`src/rtl/usb_tx_sched_if.sv`:
```
// usb_tx_sched_if: request/grant and TX-module signals of the USB TX scheduler.
// The scheduler takes the slave view; requesters and the TX module take the master view.
interface usb_tx_sched_if;
   logic       hs_req;
   logic [1:0] hs_pid;
   logic       hs_grant;
   logic       data_req;
   logic       data_grant;
   logic       stall_en;
   logic [6:0] buffer_occupancy;
   logic       tx_transfer_active;
   logic       tx_error;
   logic       tx_start;
   logic [1:0] tx_packet;
   logic       busy;
   logic       done;
   logic       fail;

   modport master (
      output hs_req, hs_pid, data_req, stall_en, buffer_occupancy,
             tx_transfer_active, tx_error,
      input  hs_grant, data_grant, tx_start, tx_packet, busy, done, fail
   );

   modport slave (
      input  hs_req, hs_pid, data_req, stall_en, buffer_occupancy,
             tx_transfer_active, tx_error,
      output hs_grant, data_grant, tx_start, tx_packet, busy, done, fail
   );
endinterface

```
`src/rtl/usb_tx_sched.sv`:
```
// usb_tx_sched: arbitrates handshake and DATA0 requests onto the USB TX path,
// inserts the inter-packet gap, supervises the transfer and reports done/fail.
module usb_tx_sched #(
   parameter int GAP_CYCLES     = 16,
   parameter int TIMEOUT_CYCLES = 32,
   parameter int CNT_W          = 6
) (
   input  logic           clk,
   input  logic           n_rst,
   usb_tx_sched_if.slave  bus
);

   typedef enum logic [2:0] {
      ST_IDLE,
      ST_GAP,
      ST_START,
      ST_WAIT_ACT,
      ST_ACTIVE,
      ST_FIN
   } state_t;

   typedef enum logic [1:0] {
      PKT_DATA0 = 2'd0,
      PKT_ACK   = 2'd1,
      PKT_NAK   = 2'd2,
      PKT_STALL = 2'd3
   } pkt_t;

   localparam logic [CNT_W-1:0] GAP_LAST = CNT_W'(GAP_CYCLES - 1);
   localparam logic [CNT_W-1:0] TMO_LAST = CNT_W'(TIMEOUT_CYCLES - 1);

   // The shared counter must reach both terminal counts without saturating early.
   if (((1 << CNT_W) <= GAP_CYCLES) || ((1 << CNT_W) <= TIMEOUT_CYCLES)) begin : g_cnt_w_check
      $error("usb_tx_sched: CNT_W too narrow for GAP_CYCLES/TIMEOUT_CYCLES");
   end

   state_t           r_state;
   logic [CNT_W-1:0] r_cnt;
   logic             r_err_seen;
   pkt_t             r_pkt;

   state_t           w_state_nxt;
   logic [CNT_W-1:0] w_cnt_nxt;
   logic [CNT_W-1:0] w_cnt_inc;
   logic             w_err_nxt;
   pkt_t             w_pkt_nxt;
   logic             w_hs_grant;
   logic             w_data_grant;
   logic             w_tx_start;
   logic             w_done;
   logic             w_fail;

   // Saturating increment: the counter holds at all-ones instead of wrapping.
   assign w_cnt_inc = (r_cnt == '1) ? r_cnt : r_cnt + 1'b1;

   // State, counter, error flag and latched packet type.
   always_ff @(posedge clk or negedge n_rst) begin
      if (!n_rst) begin
         r_state    <= ST_IDLE;
         r_cnt      <= '0;
         r_err_seen <= 1'b0;
         r_pkt      <= PKT_NAK;
      end else begin
         // NOTE: non-blocking so every register samples the pre-edge values computed below.
         r_state    <= w_state_nxt;
         r_cnt      <= w_cnt_nxt;
         r_err_seen <= w_err_nxt;
         r_pkt      <= w_pkt_nxt;
      end
   end

   // Next-state logic, arbitration and the one-cycle output pulses.
   always_comb begin
      // NOTE: every target gets a default first so no path leaves one unassigned (no latches).
      w_state_nxt  = r_state;
      w_cnt_nxt    = r_cnt;
      w_err_nxt    = r_err_seen;
      w_pkt_nxt    = r_pkt;
      w_hs_grant   = 1'b0;
      w_data_grant = 1'b0;
      w_tx_start   = 1'b0;
      w_done       = 1'b0;
      w_fail       = 1'b0;

      unique case (r_state)
         ST_IDLE: begin
            if (bus.hs_req) begin
               w_hs_grant  = 1'b1;
               w_pkt_nxt   = (bus.hs_pid == 2'd0) ? PKT_NAK : pkt_t'(bus.hs_pid);
               w_cnt_nxt   = '0;
               w_err_nxt   = 1'b0;
               w_state_nxt = ST_GAP;
            end else if (bus.data_req) begin
               w_data_grant = 1'b1;
               if (bus.stall_en)
                  w_pkt_nxt = PKT_STALL;
               else if (bus.buffer_occupancy == 7'd0)
                  w_pkt_nxt = PKT_NAK;
               else
                  w_pkt_nxt = PKT_DATA0;
               w_cnt_nxt   = '0;
               w_err_nxt   = 1'b0;
               w_state_nxt = ST_GAP;
            end
         end
         ST_GAP: begin
            if (r_cnt == GAP_LAST) begin
               w_cnt_nxt   = '0;
               w_state_nxt = ST_START;
            end else begin
               w_cnt_nxt = w_cnt_inc;
            end
         end
         ST_START: begin
            w_tx_start  = 1'b1;
            w_cnt_nxt   = '0;
            w_state_nxt = ST_WAIT_ACT;
         end
         ST_WAIT_ACT: begin
            if (bus.tx_error)
               w_err_nxt = 1'b1;
            if (bus.tx_transfer_active) begin
               w_state_nxt = ST_ACTIVE;
            end else if (r_cnt == TMO_LAST) begin
               w_fail      = 1'b1;
               w_state_nxt = ST_IDLE;
            end else begin
               w_cnt_nxt = w_cnt_inc;
            end
         end
         ST_ACTIVE: begin
            if (bus.tx_error)
               w_err_nxt = 1'b1;
            if (!bus.tx_transfer_active)
               w_state_nxt = ST_FIN;
         end
         ST_FIN: begin
            w_done      = !r_err_seen;
            w_fail      = r_err_seen;
            w_state_nxt = ST_IDLE;
         end
         default: w_state_nxt = ST_IDLE;
      endcase
   end

   assign bus.hs_grant   = w_hs_grant;
   assign bus.data_grant = w_data_grant;
   assign bus.tx_start   = w_tx_start;
   assign bus.tx_packet  = r_pkt;
   assign bus.busy       = (r_state != ST_IDLE);
   assign bus.done       = w_done;
   assign bus.fail       = w_fail;

endmodule

```
`src/flat_wrapper.sv`:
```
// flat-port wrapper written by rule: the top's interface ports become plain ports
module usb_tx_sched_flat 
#(
   parameter int GAP_CYCLES     = 16,
   parameter int TIMEOUT_CYCLES = 32,
   parameter int CNT_W          = 6
)
  (clk, n_rst, bus_hs_req, bus_hs_pid, bus_data_req, bus_stall_en, bus_buffer_occupancy, bus_tx_transfer_active, bus_tx_error, bus_hs_grant, bus_data_grant, bus_tx_start, bus_tx_packet, bus_busy, bus_done, bus_fail);
  usb_tx_sched_if bus_i ();
  input  logic clk;
  input  logic n_rst;
  input wire logic [$bits(bus_i.hs_req)-1:0] bus_hs_req;
  input wire logic [$bits(bus_i.hs_pid)-1:0] bus_hs_pid;
  input wire logic [$bits(bus_i.data_req)-1:0] bus_data_req;
  input wire logic [$bits(bus_i.stall_en)-1:0] bus_stall_en;
  input wire logic [$bits(bus_i.buffer_occupancy)-1:0] bus_buffer_occupancy;
  input wire logic [$bits(bus_i.tx_transfer_active)-1:0] bus_tx_transfer_active;
  input wire logic [$bits(bus_i.tx_error)-1:0] bus_tx_error;
  output wire logic [$bits(bus_i.hs_grant)-1:0] bus_hs_grant;
  output wire logic [$bits(bus_i.data_grant)-1:0] bus_data_grant;
  output wire logic [$bits(bus_i.tx_start)-1:0] bus_tx_start;
  output wire logic [$bits(bus_i.tx_packet)-1:0] bus_tx_packet;
  output wire logic [$bits(bus_i.busy)-1:0] bus_busy;
  output wire logic [$bits(bus_i.done)-1:0] bus_done;
  output wire logic [$bits(bus_i.fail)-1:0] bus_fail;
  assign bus_i.hs_req = bus_hs_req;
  assign bus_i.hs_pid = bus_hs_pid;
  assign bus_i.data_req = bus_data_req;
  assign bus_i.stall_en = bus_stall_en;
  assign bus_i.buffer_occupancy = bus_buffer_occupancy;
  assign bus_i.tx_transfer_active = bus_tx_transfer_active;
  assign bus_i.tx_error = bus_tx_error;
  assign bus_hs_grant = bus_i.hs_grant;
  assign bus_data_grant = bus_i.data_grant;
  assign bus_tx_start = bus_i.tx_start;
  assign bus_tx_packet = bus_i.tx_packet;
  assign bus_busy = bus_i.busy;
  assign bus_done = bus_i.done;
  assign bus_fail = bus_i.fail;
  usb_tx_sched #(.GAP_CYCLES(GAP_CYCLES), .TIMEOUT_CYCLES(TIMEOUT_CYCLES), .CNT_W(CNT_W)) u_core (.clk(clk), .n_rst(n_rst), .bus(bus_i));
endmodule
```
`config.mk`:
```
export PLATFORM = sky130hd
export DESIGN_NAME = usb_tx_sched_flat
export DESIGN_NICKNAME = d
export VERILOG_FILES = /design/src/rtl/usb_tx_sched_if.sv /design/src/rtl/usb_tx_sched.sv /design/src/flat_wrapper.sv
export SDC_FILE = /design/constraint.sdc
export NUM_CORES = 1
export LEC_CHECK = 0
export CELL_PAD_IN_SITES_DETAIL_PLACEMENT = 0
export CELL_PAD_IN_SITES_GLOBAL_PLACEMENT = 1
export CORE_MARGIN = 10
export CORE_UTILIZATION = 31
export CTS_BUF_LIST = sky130_fd_sc_hd__clkbuf_8
export DETAILED_ROUTE_END_ITERATION = 16
export PLACE_DENSITY_LB_ADDON = 0.1
export SLEW_MARGIN = 20
export SYNTH_ARGS = -nofsm -noshare
export SYNTH_HDL_FRONTEND = slang
export SYNTH_SLANG_ARGS = --single-unit
```
`constraint.sdc`:
```
create_clock -name clk -period 1.84 [get_ports clk]
set_clock_uncertainty 0.15 [all_clocks]
set_input_delay 0.46 -clock clk [delete_from_list [all_inputs] [get_ports clk]]
set_output_delay 0.46 -clock clk [all_outputs]
set_load 0.02 [all_outputs]
```
; Yosys cells after proc, flatten, opt, wreduce, memory -nomap -nowiden
; Cells that the tools add are included.
[totals]
regBits = 12
input_bits = 16
out_inout_bits = 8
wordCells = 66
[classes]
addsub = 1
eq_ne = 15
muxes = 33
reduce_logical = 13
[op_table]
columns = cell, count
row1 = 2-to-1 mux 6 bit, 6
row2 = case mux 6 bit (4 select lines), 1
row3 = 2-to-1 mux 3 bit, 6
row4 = case mux 3 bit (5 select lines), 1
row5 = 2-to-1 mux 1 bit, 12
row6 = 2-to-1 mux 2 bit, 5
row7 = AND reduction 4 bit, 2
row8 = logical NOT 7 bit, 1
row9 = "adder 6 x 1 -> 6 bit, second input constant", 1
row10 = "== test 3 x 2 -> 1 bit, second input constant", 2
row11 = "== test 3 bit, second input constant", 2
row12 = "== test 6 x 4 -> 1 bit, second input constant", 1
row13 = "== test 6 x 5 -> 1 bit, second input constant", 1
row14 = "== test 6 bit, second input constant", 1
row15 = "inequality test 2 bit, second input constant", 3
row16 = "inequality test 2 x 1 -> 1 bit, second input constant", 2
row17 = case mux 1 bit (2 select lines), 2
row18 = nonzero test 2 bit, 2
row19 = nonzero test 4 bit, 1
row20 = "== test 3 x 1 -> 1 bit, second input constant", 1
row21 = logical NOT 3 bit, 1
row22 = "inequality test 3 x 2 -> 1 bit, second input constant", 1
row23 = "inequality test 3 bit, second input constant", 1
row24 = AND reduction 3 bit, 1
row25 = 5 further kinds, 5

; Longest topological paths before layout
[depth]
depth_word = 5
mapped_depth = 6
mapped_depth_nobuf = 6

; Worst setup path after synthesis
; OpenSTA, ideal clock, no wires.
[synth_path]
path_type = register -> output
startpoint = register u_core.r_cnt[0]
endpoint = output bus_fail
arrival_ns = 1.432
required_ns = 1.230
setup_slack_ns = -0.202
stages_incl_launch_ff = 6
path_buffers = 0
path_cell_list = dfrtp_1 > ha_1 > nand3_1 > nor3_1 > a31oi_1 > nor2b_1
[synth_via]
elab_chain_len = 4
[synth_rtl]
columns = item, line
row1 = start: declaration, usb_tx_sched.sv:38  ; logic [CNT_W-1:0] r_cnt;
row2 = start signal: assignment, usb_tx_sched.sv:66  ; r_cnt <= w_cnt_nxt;
row3 = == test 6 x 5 -> 1 bit, usb_tx_sched.sv:124  ; end else if (r_cnt == TMO_LAST) begin
row4 = 2-to-1 mux 1 bit, usb_tx_sched.sv:124
row5 = 2-to-1 mux 1 bit, usb_tx_sched.sv:122  ; if (bus.tx_transfer_active) begin
row6 = case mux 1 bit (2 select lines), usb_tx_sched.sv:85  ; unique case (r_state)
row7 = end: declaration, flat_wrapper.sv:25  ; output wire logic [$bits(bus_i.fail)-1:0] bus_fail;
; No other way between the ends.

; Worst setup path in the final report
; Same ends and word-level chain as after synthesis.

==> results.toml <==
[run_status]
status = "complete, but fails checks"
violations = "negative setup slack"

[critical_path]
critPathRequiredTime_ns = 1.23
r2r-end = "u_core.r_cnt[0]"
start_kind = "flop"
worst-path-max-fanout = 2
criticalPathCategory = "flop to output pin"
r2r_slack_ns = -0.04
crit_path_end_kind = "output pin"
worst_ep_arrival_time_ns = 1.40
r2r-start = "u_core.r_cnt[0]"
reg2reg_depth = 7

[min_path]
min_to = "u_core.bus.tx_packet[1]"
hp-class = "flop to flop"
whs_path_depth = 2
worst_hold_startpoint = "u_core.bus.tx_packet[1]"

[routing]
ant_nets = 0
drtIter0Drc = 85
drc = 0
drt-total-wl_um = 2800
via_per_inst = 5.18
vias = 989
dr.pass1.iters = 4
wire_per_inst_um = 14.7

[yosys]
avgSynthCellArea_um2 = 8.08
ys_ff_latch = 12
syn-num-nets = 116
synth_cell_types = 37
yosysWarnings = 0
netlist_area_um2 = 800
syn_inst = 99
ys_seq_area_share_pct = 37.7

[grt]
grt_max_degree = 16
grt_pass1_vias = 991
grt_overflow = 0
grt_pass1_wl_um = 4500
antenna_found_initial = 0
grt_use_total_pct = 10.4

[flow_run]
drv_cap = 0

[floorplanning]
die_w_um = 70.8
rows = 18
die_y_um = 70.8
core-area_um2 = 2480
start_util_pct = 32.3
io_pins = 24
die_area_um2 = 5010

[power]
powerDensity_nw_per_um2 = 1410
ir_drop_mv = 0.897
leakage_nw = 0.709
power.total_mw = 2.17

[cts]
hold_buffers = 0
cts_buffers = 3
path_clk_slew_ns = 0.06
cts_tree = "done"
root_buffer = "clkbuf_8"
clock-sinks = 12
ctsHtreeMaxLevel = 1
clock_path_buffers = 2
clk_latency_ns = 0.24

[timing]
relSlewSlack_pct = 81.2
period_needed_ns = 2.01
max_freq_mhz = 497
hold_violations = 0
post-route-period-util_pct = 109
hold_ws_ns = 0.356
worst_slack_ns = -0.172
max_slew.worst_pin.slew_ns = 0.280
finalSetupViolations = 5
rsz0062_at_grt = "true"
report.final.slew_viol_count = 0

[final_layout]
antenna_cells = 0
n_fill_cell = 239
fin_nets = 179
syn_to_final_growth_pct = 92.0
drive_above_1_share_pct = 47.2

[placement]
dpl.hpwl_um = 1980
numPortBuffers = 23
gp_congestion = 0.798
-- synth_stat cells --
| cell type | count | area (µm²) |
|---|---|---|
| and4b_1 | 1 | 10.0 |
| buf_6 | 1 | 11.3 |
| and2_1 | 1 | 6.26 |
| o41ai_1 | 2 | 17.5 |
| o22ai_1 | 3 | 18.8 |
| o221ai_1 | 1 | 8.76 |
| and3_1 | 1 | 6.26 |
| a211oi_2 | 1 | 12.5 |
| o21ai_0 | 5 | 25.0 |
| dfrtp_1 | 11 | 275 |
| nor3_1 | 4 | 20.0 |
| a21oi_2 | 1 | 8.76 |
| ha_1 | 1 | 12.5 |
| o21ai_2 | 1 | 8.76 |
| nand2_1 | 11 | 41.3 |
| nor3b_1 | 1 | 7.51 |
| nor3_2 | 1 | 10.0 |
| buf_4 | 1 | 7.51 |
| dfstp_2 | 1 | 26.3 |
| nand2b_1 | 1 | 6.26 |
| nor2_1 | 12 | 45.0 |
| nand3_1 | 6 | 30.0 |
| o21bai_1 | 1 | 7.51 |
| clkbuf_1 | 1 | 3.75 |
| o22a_1 | 1 | 8.76 |
| a21o_1 | 1 | 7.51 |
| nor2b_1 | 1 | 6.26 |
| a31oi_1 | 2 | 12.5 |
| nor4_1 | 1 | 6.26 |
| mux2_4 | 1 | 15.0 |
| a22o_1 | 1 | 8.76 |
| a21oi_1 | 10 | 50.1 |
| buf_2 | 1 | 5.00 |
| or3_1 | 1 | 6.26 |
| inv_1 | 6 | 22.5 |
| a31o_2 | 1 | 8.76 |
| a211oi_1 | 2 | 15.0 |
-- per-layer routing --
metal | vias to the layer above | GRT usage [%] | wire length, µm
met3 | 4 | 2.65 | 122
met2 | 28 | 18.1 | 1450
met4 | 0 | 1.94 | 12
met5 | - | 0 | 0
li1 | 487 | - | -
met1 | 470 | 12.6 | 1220
-- kinds of logic after synthesis --
group | share of synthesized area [%]
muxes | 1.88
and+or+nand+nor | 25.2
buffers and inverters | 6.26
adders and majority gates | 1.56
DFF | 37.7
AOI/OAI and AO/OA | 27.4
-- cells in the final DEF, fill, tap and decap left out, types with 2 or more instances in the layout --
master / n
clkbuf_8: 3
nor3_4: 2
a211oi_1: 2
nor3_1: 2
o22ai_1: 3
inv_1: 5
clkdlybuf4s50_1: 12
dlygate4sd2_1: 4
buf_6: 10
o21ai_2: 2
nor2_1: 11
a31oi_1: 2
nand3_4: 2
dfrtp_1: 10
buf_4: 35
o21ai_0: 4
a21oi_2: 5
nand2_1: 9
a21oi_1: 6
nand3_1: 3
-- report_power, final --
| group | internal, mW | switching [mW] |
|---|---|---|
| sequential | 0.367 | 0.0880 |
| clock | 0.147 | 0.102 |
| combinational | 0.777 | 0.687 |
-- how the worst max path moves through the flow --
stage	start	end	slack [ns]	depth (start not counted)
final	u_core.r_cnt[0]	bus_fail	-0.17	6
after global placement	bus_tx_transfer_active	bus_fail	-0.54	5
after CTS	u_core.r_cnt[0]	bus_fail	-0.17	6
after detailed placement	bus_tx_transfer_active	bus_fail	-0.57	5
after global routing	u_core.r_cnt[0]	bus_fail	-0.30	6
after floorplan	u_core.r_cnt[0]	bus_fail	0.02	5
-- cell type report --
cell class / count / area [µm²] / area share (%)
clock buffer: 3 / 41.3 / 2.69
clock inverter: 1 / 3.75 / 0.244
inverter: 6 / 30.0 / 1.96
multi-input combinational: 77 / 577 / 37.6
sequential: 12 / 303 / 19.7
tap: 30 / 37.5 / 2.44
timing repair buffer: 62 / 543 / 35.4
-- flip-flops by register name, summed over array words and instances (netlist names) --
| register | count |
|---|---|
| u_core.bus.tx_packet | 2 |
| u_core.r_state | 3 |
| u_core.r_err_seen | 1 |
| u_core.r_cnt | 6 |
-- what timing repair did --
| item | CTS | global route |
|---|---|---|
| pin swaps | 9 | 8 |
| buffers inserted | 6 | 8 |
| endpoints found under the hold margin | 0 | 0 |
| resized for setup | 44 | 27 |
| endpoints found under the setup margin | 11 | 13 |
-- critical path, cell delays in order, from the launching register on --
cell	delay, ns
dfrtp_1	0.40
ha_4	0.17
nand3_4	0.07
nor3_4	0.15
a31oi_1	0.11
nor2b_2	0.14
buf_6	0.13
-- through the flow --
| step | setup slack [ns] | area [µm²] | util, % | setup TNS (ns) | std cells |
|---|---|---|---|---|---|
| 2_1_floorplan | 0.0204 | 843 | - | 0 | 99 |
| 3_3_place_gp | -0.543 | 1290 | 51.9 | -3.44 | 175 |
| 3_5_place_dp | -0.572 | 1290 | 51.9 | -3.75 | 175 |
| 4_1_cts | -0.167 | 1390 | 56.0 | -0.312 | 185 |
| 5_1_grt | -0.301 | 1540 | 62.0 | -1.08 | 191 |
| 6_report | -0.172 | 1540 | 62.0 | -0.393 | 191 |
(Power assumes the default switching activity.)
